[src/rtl/gcd_pkg.sv]
// Shared definitions for the binary GCD engine:
// default operand width and the FSM state encoding.
package gcd_pkg;

    localparam int GCD_WIDTH = 8;

    typedef logic [1:0] state_t;

    localparam state_t IDLE   = 2'd0;
    localparam state_t COMMON = 2'd1;
    localparam state_t REDUCE = 2'd2;
    localparam state_t DONE   = 2'd3;

endpackage

[src/rtl/gcd_step.sv]
// One Stein reduction step (combinational).
// Ports: ra, rb in; ra_next, rb_next, done out.
module gcd_step
    import gcd_pkg::*;
#(
    parameter int WIDTH = GCD_WIDTH
) (
    input  logic [WIDTH-1:0] ra,
    input  logic [WIDTH-1:0] rb,
    output logic [WIDTH-1:0] ra_next,
    output logic [WIDTH-1:0] rb_next,
    output logic             done
);

    logic both_odd;
    logic eq;
    logic gt;

    assign both_odd = ra[0] & rb[0];
    assign eq       = (ra == rb);
    assign gt       = (ra > rb);

    // Rule terms are made mutually exclusive so the
    // first-match order is encoded in the conditions.
    always_comb begin
        ra_next = ra;
        rb_next = rb;
        done    = 1'b0;
        unique case (1'b1)
            !ra[0]:
                ra_next = ra >> 1;
            ra[0] & !rb[0]:
                rb_next = rb >> 1;
            both_odd & eq:
                done = 1'b1;
            both_odd & gt:
                ra_next = (ra - rb) >> 1;
            default:
                rb_next = (rb - ra) >> 1;
        endcase
    end

endmodule

[src/rtl/gcd_engine.sv]
// Binary (Stein) GCD engine with valid/ready handshakes.
// Ports: clk, rst, in_valid/in_ready, a, b, out_valid/out_ready, gcd, busy.
module gcd_engine
    import gcd_pkg::*;
#(
    parameter int WIDTH = GCD_WIDTH,
    parameter int KW    = $clog2(WIDTH) + 1
) (
    input  logic             clk,
    input  logic             rst,
    input  logic             in_valid,
    output logic             in_ready,
    input  logic [WIDTH-1:0] a,
    input  logic [WIDTH-1:0] b,
    output logic             out_valid,
    input  logic             out_ready,
    output logic [WIDTH-1:0] gcd,
    output logic             busy
);

    state_t           state;
    logic [WIDTH-1:0] ra;
    logic [WIDTH-1:0] rb;
    logic [WIDTH-1:0] result;
    logic [KW-1:0]    k;

    logic [WIDTH-1:0] ra_next;
    logic [WIDTH-1:0] rb_next;
    logic             step_done;

    gcd_step #(
        .WIDTH(WIDTH)
    ) u_step (
        .ra     (ra),
        .rb     (rb),
        .ra_next(ra_next),
        .rb_next(rb_next),
        .done   (step_done)
    );

    always_ff @(posedge clk) begin
        if (rst) begin
            state  <= IDLE;
            ra     <= '0;
            rb     <= '0;
            k      <= '0;
            result <= '0;
        end else begin
            case (state)
                IDLE: begin
                    if (in_valid) begin
                        ra <= a;
                        rb <= b;
                        k  <= '0;
                        // A zero operand short-circuits the reduction.
                        if (a == '0 || b == '0) begin
                            result <= a | b;
                            state  <= DONE;
                        end else begin
                            state <= COMMON;
                        end
                    end
                end
                COMMON: begin
                    if (!ra[0] && !rb[0]) begin
                        ra <= ra >> 1;
                        rb <= rb >> 1;
                        k  <= k + KW'(1);
                    end else begin
                        state <= REDUCE;
                    end
                end
                REDUCE: begin
                    if (step_done) begin
                        // Restore the common power of two.
                        result <= ra << k;
                        state  <= DONE;
                    end else begin
                        ra <= ra_next;
                        rb <= rb_next;
                    end
                end
                DONE: begin
                    if (out_ready) begin
                        state <= IDLE;
                    end
                end
                default: state <= IDLE;
            endcase
        end
    end

    assign in_ready  = (state == IDLE);
    assign out_valid = (state == DONE);
    assign busy      = (state == COMMON) || (state == REDUCE);
    assign gcd       = out_valid ? result : '0;

endmodule

[config.mk]
export PLATFORM = sky130hd
export DESIGN_NAME = gcd_engine
export DESIGN_NICKNAME = d
export VERILOG_FILES = /design/src/rtl/gcd_pkg.sv /design/src/rtl/gcd_step.sv /design/src/rtl/gcd_engine.sv
export SDC_FILE = /design/constraint.sdc
export NUM_CORES = 1
export LEC_CHECK = 0
export CAP_MARGIN = 20
export CORE_MARGIN = 2
export CORE_UTILIZATION = 52
export DETAILED_ROUTE_END_ITERATION = 10
export GPL_ROUTABILITY_DRIVEN = 0
export PLACE_DENSITY = 0.82
export SYNTH_ARGS = -nofsm -noshare
export SYNTH_HDL_FRONTEND = slang
export SYNTH_SLANG_ARGS = --single-unit
[constraint.sdc]
create_clock -name clk -period 2.7 [get_ports clk]
set_input_delay 0.81 -clock clk [delete_from_list [all_inputs] [get_ports clk]]
set_output_delay 0.81 -clock clk [all_outputs]
set_load 0.05 [all_outputs]
# Word-level counts from Yosys, hierarchy flattened
# Cells that the tools add are included.
[word_totals] reg_bits=30 rom_bits=0 n_memories=0 ramBits=0 latchBits=0
[op_classes] n_bitwise=5 n_addsub=3 n_reduce_logical=17 div_mod_pow=0 n_lt_le_gt_ge=1 n_eq_ne=13 shift=1 mux=25 multipliers=0
[op_table] op="$mux W8" n=10
[op_table] op="$pmux W8 S2" n=3
[op_table] op="$pmux W8 S3" n=2
[op_table] op="$logic_not A8 Y1" n=2
[op_table] op="$sub A8 B8 Y8" n=2
[op_table] op="$ne A2 B2 Y1 const B" n=6
[op_table] op="$mux W2" n=5
[op_table] op="$reduce_and A5 Y1" n=2
[op_table] op="$eq A8 B8 Y1" n=1
[op_table] op="$gt A8 B8 Y1" n=1
[op_table] op="$mux W4" n=2
[op_table] op="$or A8 B8 Y8" n=1
[op_table] op="$pmux W2 S4" n=1
[op_table] op="$pmux W4 S2" n=1
[op_table] op="$reduce_and A4 Y1" n=2
[op_table] op="$shl A8 B4 Y8" n=1
[op_table] op="$add A4 B1 Y4 const B" n=1
[op_table] op="$and A1 B1 Y1" n=4
[op_table] op="$eq A2 B2 Y1 const B" n=2
[op_table] op="$ne A2 B1 Y1 const B" n=2
[op_table] op="$reduce_bool A2 Y1" n=2
[op_table] op="$ne A3 B2 Y1 const B" n=1
[op_table] op="$reduce_and A3 Y1" n=1
[op_table] op="$reduce_bool A3 Y1" n=1
[op_table] op="7 further kinds" n=9

# Depth between registers and ports, before layout
# Gate-level depths: netlist of run 1.
[depth] depth_word=6 ltp_mapped=10

# Cells and area by module
# A second synthesis of run 1 with hierarchy kept.
[hier_totals] hier_cells=397 hier_area_um2=3216.8
[by_module_without_submodules] module="gcd_engine" seq_area_each_um2=600.6 cells_per_inst=251 n_inst=1 area_each_um2=2109.5
[by_module_without_submodules] module="gcd_step" seq_area_each_um2=0.0 cells_per_inst=146 n_inst=1 area_each_um2=1107.3

# Least setup slack after synthesis of run 1
# Ideal clock, no wire load.
[synth_timing] path_kind="flip-flop to flip-flop" startpoint="register ra[0]" endpoint="register ra[5]" setup_slack_ps=92 arrival_ps=2515 required_ps=2608 stages_incl_launch_ff=11 setup_ps=92 path_buffers=1 path_cell_list="dfxtp_1 -> inv_1 -> ha_1 -> fa_1 -> nand2b_1 -> a21oi_2 -> a22oi_2 -> o211a_1 -> buf_6 -> or4_1 -> o32ai_1"
[synth_between] elab_chain_len=5 word_cells_on_any_way=16 cone_classes="add/sub (1); order compare (1); eq/ne (4); mux (4); bitwise (3); reduce/logical (3)"
[synth_rtl] element="start: declaration" line_no="gcd_engine.sv:22" source="logic [WIDTH-1:0] ra;"
[synth_rtl] element="start signal: assignment" line_no="gcd_engine.sv:66" source="ra <= ra >> 1;"
[synth_rtl] element="start signal: assignment" line_no="gcd_engine.sv:79" source="ra <= ra_next;"
[synth_rtl] element="$gt A8 B8 Y1, or another cell as far along" line_no="gcd_step.sv:21" source="assign gt = (ra > rb);"
[synth_rtl] element="$and A1 B1 Y1, on equally long branches" line_no="gcd_step.sv:36, gcd_step.sv:34"
[synth_rtl] element="$pmux W8 S2 or $mux W1 (tied branches)" line_no="gcd_step.sv:29" source="unique case (1'b1)"
[synth_rtl] element="$mux W8 or $ne A2 B2 Y1 (tied branches)"
[synth_rtl] element="$pmux W8 S3 or $reduce_and A5 Y1 (tied branches)"
# Several ways; a longest one is shown, not always the timed one. The select of a mux whose other input is x is not followed.
# A chain may end at the register's enable or synchronous reset.

# Worst setup path after layout of run 1
[layout_timing] startpoint="input port a[5]" endpoint="register result[7]"
[layout_between] elab_chain_len=4
[layout_rtl] element="start: declaration" line_no="gcd_engine.sv:13" source="input logic [WIDTH-1:0] a,"
[layout_rtl] element="$logic_not A8 Y1" line_no="gcd_engine.sv:56" source="if (a == '0 || b == '0) begin"
[layout_rtl] element="$logic_or A1 B1 Y1" line_no="gcd_engine.sv:56"
[layout_rtl] element="$ne A2 B1 Y1 (no line)"
[layout_rtl] element="$reduce_and A4 Y1 (no line)"
[layout_rtl] element="end signal: assignment" line_no="gcd_engine.sv:57" source="result <= a | b;"
[layout_rtl] element="end signal: assignment" line_no="gcd_engine.sv:76" source="result <= ra << k;"
[layout_rtl] element="end: declaration" line_no="gcd_engine.sv:24" source="logic [WIDTH-1:0] result;"
# No other way between the ends.

==> results.ini, run 1 <==
[status]
status=finished, final reports clean

[finish]
n_fill_cell=423
nNetsFinal=463
drive_above_1_share=0.212
final_common_cell=buf_4
antennaDiodeCount=0
fin_cells=490
area_growth_pct=25.3
multi_input_area_sq_um=2060
regArea_sq_um=601
final_cell_mix=buf_4 (54), nor2_1 (53), dfxtp_1 (30)

[place]
dpl.hpwl_um=6570
dp_cells=480
portBuffers=30
pre_cts_ws_ns=-0.210

[drt]
dr.first_iter.drc_count=393
drc=0
dr.pass1.iters=5
totalWireLength_um=8770
post_drt_wl_per_cell_um=17.9
viasPerCell=6.33
vias=3102
ant_nets=0

[clock_tree]
clk_latency_ns=0.29
clk_pin_slew_ns=0.07
cts_sinks=30
cts_root_buf=clkbuf_8
h-tree-depth=2
cts_buffers=5
clockBufferDepth=2
cts_tree=done

[timing]
setup_viol=0
post-route-min-period_ns=2.70
setup_slack_ns=0.00496
slew_headroom=0.593
hold_violations=0
clock_skew_ns=0.00960
setup_tns_ns=0
fmax_mhz=371
final-max-slew-violation-count=0
period_share=0.998
worst_slew_pin_slew_ns=0.610
rsz0062_at_grt=yes

[die]
core_region_area_sq_um=5200
dieWidth_um=78.0
die_area_sq_um=6080
num_rows=26
io_pins=31
initial_utilization=0.546
die_y_um=78.0

[grt]
grt_overflow=0
antenna_found_initial=0
globalRouteTotalUtil=0.284
met3_usage=0.0535
use_met1=0.396
top_usage_layer=met2
grt_max_degree=19
grt_pass1_vias=2785
met2_usage=0.433
grt_pass1_wl_um=13800

[synth]
synth_top_flop_cell=dfxtp_1
ys_seq_area_frac=0.211
ys_ff_latch=30
synth_nets=402
yosysUniqueCellTypes=70
synth_edf_count=0
netlist_area_sq_um=2840
ys_warn_count=0
synth.avg_cell_area_sq_um=7.94
synth_cells=358
async_flop_share=0

[worst_hold_path]
min-delay-start=rb[7]$_SDFFE_PP0P_
whs_path_depth=2
min_path_type=reg -> reg
min_to=rb[7]$_SDFFE_PP0P_

[power]
leakagePower_nw=1.43
power_frac_seq=0.159
switching_share=0.512
power.switching_mw=2.54
pwr_density_cell_nw_per_um2=1390
combPwrFrac=0.763
pwr-share-clk=0.078
ir_drop_mv=0.655
p_int_mw=2.42

[worst_setup_path]
r2r_setup_slack_ns=0.10
startpoint_type=primary input
crit_required_ns=2.88
timing.rr.start=ra[0]$_SDFFE_PP0P_
timing.rr.end=ra[2]$_SDFFE_PP0P_
cp-end-kind=register
reg2regPathDepth=9
crit_type=in -> reg
critPathArrivalTime_ns=2.88
path_max_fanout=4

[run]
max-cap-violations=0

## worst max-delay path: stages
cell and delay, ns:
clkdlybuf4s50_1 0.48, or4_1 0.59, nor2_2 0.18, o21ai_2 0.09
a211oi_4 0.25, buf_4 0.19, mux2i_4 0.22, nor2_1 0.06
## area by class of cell
type | count | area share
clock buffer | 6 | 0.0232
clock inverter | 2 | 0.00351
multi-input combinational | 284 | 0.580
tap | 70 | 0.0246
timing repair buffer | 75 | 0.176
sequential | 30 | 0.169
inverter | 23 | 0.0242
## cell usage after synthesis (3+ instances only)
cell | n | share of area
xnor2_1 | 3 | 0.0092
clkbuf_1 | 9 | 0.012
ha_1 | 22 | 0.097
dfxtp_1 | 30 | 0.21
a21oi_1 | 17 | 0.030
nor2_1 | 55 | 0.073
o211ai_1 | 3 | 0.0079
o21ai_0 | 16 | 0.028
buf_6 | 3 | 0.012
nand2_1 | 22 | 0.029
nand3b_1 | 6 | 0.016
nand2b_1 | 3 | 0.0066
o22ai_1 | 5 | 0.011
inv_1 | 22 | 0.029
mux4_2 | 3 | 0.024
a221oi_1 | 5 | 0.015
a21o_1 | 7 | 0.018
or3_1 | 4 | 0.0088
nor3_1 | 4 | 0.0070
buf_2 | 4 | 0.0070
buf_4 | 4 | 0.011
or4_1 | 10 | 0.026
and2_1 | 8 | 0.018
mux2i_1 | 9 | 0.032
o32ai_1 | 7 | 0.022
a311oi_1 | 3 | 0.0092
o21a_1 | 5 | 0.013
a211oi_1 | 12 | 0.032
o41ai_2 | 3 | 0.017
nor2b_1 | 5 | 0.011
## kinds of logic after synthesis
kind of cell             after synthesis  synth area share
AO/OA/AOI/OAI                        110             0.295
buffers and inverters                 44            0.0748
adder cells (fa/ha/maj)               24             0.111
AND/OR/NAND/NOR                      133             0.237
multiplexers                          13            0.0594
flip-flops                            30             0.211
XOR/XNOR                               4            0.0123
## power groups by stage
stage                     clock, mW  sequential [mW]  combinational [mW]
after floorplan                   0            0.758                2.59
final                         0.388            0.787                3.78
after global placement            0            0.772                3.46
after detailed placement          0            0.780                3.55
after global routing          0.408            0.803                4.08
after CTS                     0.390            0.773                3.62
## how the worst max path moves through the flow
| stage | endpoint | depth (start not counted) | startpoint | slack (ns) |
|---|---|---|---|---|
| CTS | ra[2]$_SDFFE_PP0P_ | 9 | ra[0]$_SDFFE_PP0P_ | 0.01 |
| finish | result[7]$_SDFFE_PP0P_ | 8 | a[5] | 0.005 |
| global placement | result[0]$_SDFFE_PP0P_ | 8 | a[5] | -0.13 |
| detailed placement | result[7]$_SDFFE_PP0P_ | 8 | a[2] | -0.21 |
| floorplan | ra[5]$_SDFFE_PP0P_ | 10 | ra[0]$_SDFFE_PP0P_ | 0.09 |
| global route | result[7]$_SDFFE_PP0P_ | 8 | a[5] | -0.08 |
## state kept, by name, summed over array words and instances, names as in the netlist
| signal | cells |
|---|---|
| rb | 8 |
| ra | 8 |
| state | 2 |
| result | 8 |
| k | 4 |
## through the flow
stage / power, mW / utilization / hold slack, ns / instance area (sq um)
after CTS: 4.79 / 0.676 / 0.478 / 3520
after floorplan: 3.35 / - / 0.445 / 2840
after global routing: 5.29 / 0.684 / 0.508 / 3560
after global placement: 4.23 / 0.656 / 0.457 / 3420
after detailed placement: 4.33 / 0.656 / 0.469 / 3420
final: 4.95 / 0.684 / 0.479 / 3560
## routing by layer
metal	wire, um	vias up
met5	0	-
met4	374	0
li1	-	1443
met2	3930	187
met1	3610	1431
met3	847	41
## what timing repair did
| item | CTS | global route |
|---|---|---|
| endpoints found under the setup margin | 2 | 13 |
| cloned | 0 | 0 |
| buffers inserted | 1 | 1 |
| hold buffers | 0 | 0 |
| pin swaps | 1 | 1 |
| resized for setup | 1 | 9 |
(Power assumes the default switching activity.)
==> run 2, diff against run 1 <==
--- a/config.mk
+++ b/config.mk
@@ -8,9 +8,10 @@
 export CAP_MARGIN = 20
 export CORE_MARGIN = 2
 export CORE_UTILIZATION = 52
+export CTS_CLUSTER_SIZE = 28
 export DETAILED_ROUTE_END_ITERATION = 10
 export GPL_ROUTABILITY_DRIVEN = 0
-export PLACE_DENSITY = 0.82
+export PLACE_DENSITY = 0.77
 export SYNTH_ARGS = -nofsm -noshare
 export SYNTH_HDL_FRONTEND = slang
 export SYNTH_SLANG_ARGS = --single-unit
==> run 2 against run 1 <==
Clock-buffer cell count stayed put. Design area is 0.84% lower. Final cell count is 1.0% lower. Via count is 3.9% lower. Clock power hardly changed. Critical path depth stayed put. Die area stayed put. Wire length is 5.4% lower. Global-route usage is 0.38 points lower. Non-clock buffer count is 5 lower. Fmax is 3.5% higher. Largest cell class unchanged. Highest routed layer unchanged.
==> results.ini, run 2 (synthesized netlist as in run 1, its figures left out) <==
[timing]
worst_slew_pin_slew_ns=0.582
period_share=0.964
holdWs_ns=0.478
setup_slack_ns=0.0968
slew_headroom=0.612
hold_violations=0
fmax_mhz=384
clock_skew_ns=0.00886
post-route-min-period_ns=2.60
setup_viol=0
final-max-slew-violation-count=0

[drt]
met2WireLength_um=3660
wl_met3_um=634
top_layer_used=met4
totalWireLength_um=8300
dr.pass1.iters=5
drc=0
dr.first_iter.drc_count=269
m1WireLength_um=3860
viasPerCell=6.15
ant_nets=0
vias=2982
post_drt_wl_per_cell_um=17.1

[die]
num_rows=26
die_area_sq_um=6080
initial_utilization=0.546
io_pins=31
dieWidth_um=78.0
core_region_area_sq_um=5200
die_y_um=78.0

[status]
status=finished, final reports clean

[finish]
nNetsFinal=458
finish.instance_area_sq_um=3530
antennaDiodeCount=0
area_growth_pct=24.2
multi_input_area_sq_um=2060
reg_top3=ra (8), rb (8), result (8)
fin_util=0.679
final_common_cell=nor2_1
regArea_sq_um=601
n_fill_cell=444
final_cell_mix=nor2_1 (54), buf_4 (48), dfxtp_1 (30)
drive_above_1_share=0.195

[power]
ir_drop_mv=0.756
power.switching_mw=2.53
p_int_mw=2.44
pwr_density_cell_nw_per_um2=1410
leakagePower_nw=1.41
power_frac_seq=0.160
combPwrFrac=0.762
p_total_mw=4.96
pwr-share-clk=0.079
switching_share=0.509

[worst_setup_path]
reg2regPathDepth=9
timing.rr.start=ra[0]$_SDFFE_PP0P_
startpoint_type=primary input
r2r_setup_slack_ns=0.12
cp-end-kind=register
crit_required_ns=2.87
critPathArrivalTime_ns=2.77
timing.rr.end=ra[3]$_SDFFE_PP0P_
path_max_fanout=10
crit_type=in -> reg

[grt]
grt_max_degree=27
antenna_found_initial=0
grt_overflow=0
grt_pass1_vias=2724
grt_pass1_wl_um=13600
globalRouteTotalUtil=0.280

[clock_tree]
cts_sinks=30
clk_latency_ns=0.29
cts_hold_buffers=0
clk_pin_slew_ns=0.07
h-tree-depth=2
cts_root_buf=clkbuf_8
cts_buffers=5
clockBufferDepth=2
cts_tree=done

[worst_hold_path]
min_path_type=reg -> reg
min_to=rb[7]$_SDFFE_PP0P_
whs_path_depth=2
min-delay-start=rb[7]$_SDFFE_PP0P_

[place]
placed_area_sq_um=3400
dpl.hpwl_um=6470
pre_cts_ws_ns=-0.193
portBuffers=30

[run]
max-cap-violations=0

run 2: critical path, cell delays in order:
cell             delay (ns)
clkdlybuf4s50_1        0.47
or4_1                  0.56
nor2_2                 0.14
o21ai_2                0.09
a211oi_4               0.28
buf_12                 0.17
mux2i_1                0.19
nor2_1                 0.06
run 2: final cells by class:
cell class              instances  area share
flip-flops and latches         30       0.170
well taps                      70      0.0248
repair buffers                 70       0.171
multi-input cells             284       0.583
clock inverters                 2     0.00354
clock buffers                   6      0.0234
inverters                      23      0.0244
run 2: stage by stage:
stage | setup TNS [ns] | cells
2_1_floorplan | 0 | 358
3_3_place_gp | -0.981 | 476
3_5_place_dp | -1.31 | 476
4_1_cts | 0 | 484
5_1_grt | -0.000761 | 485
6_report | 0 | 485
run 2: how the worst max path moves through the flow:
stage / cells past startpoint / endpoint / slack [ns] / from
6_report: 8 / result[5]$_SDFFE_PP0P_ / 0.1 / a[5]
5_1_grt: 9 / ra[4]$_SDFFE_PP0P_ / -0.0008 / ra[0]$_SDFFE_PP0P_
4_1_cts: 9 / ra[3]$_SDFFE_PP0P_ / 0.01 / ra[0]$_SDFFE_PP0P_
3_5_place_dp: 8 / result[5]$_SDFFE_PP0P_ / -0.19 / a[5]
3_3_place_gp: 8 / result[4]$_SDFFE_PP0P_ / -0.14 / a[5]
2_1_floorplan: 10 / ra[5]$_SDFFE_PP0P_ / 0.09 / ra[0]$_SDFFE_PP0P_
run 2: power by group through the flow:
stage | sequential [mW] | clock, mW | combinational [mW]
global placement | 0.783 | 0 | 3.48
global route | 0.810 | 0.412 | 4.11
floorplan | 0.758 | 0 | 2.59
CTS | 0.782 | 0.392 | 3.60
finish | 0.792 | 0.391 | 3.78
detailed placement | 0.790 | 0 | 3.57
run 2: what timing repair did:
item	in CTS	in global routing
setup buffers	0	1
endpoints found under the setup margin	0	9
gates resized for setup	0	7
hold endpoints to repair	0	0
run 2: per-layer routing:
| metal | track usage | up-vias |
|---|---|---|
| li1 | - | 1434 |
| met3 | 0.0453 | 12 |
| met5 | 0 | - |
| met1 | 0.399 | 1404 |
| met2 | 0.442 | 132 |
| met4 | 0.0684 | 0 |
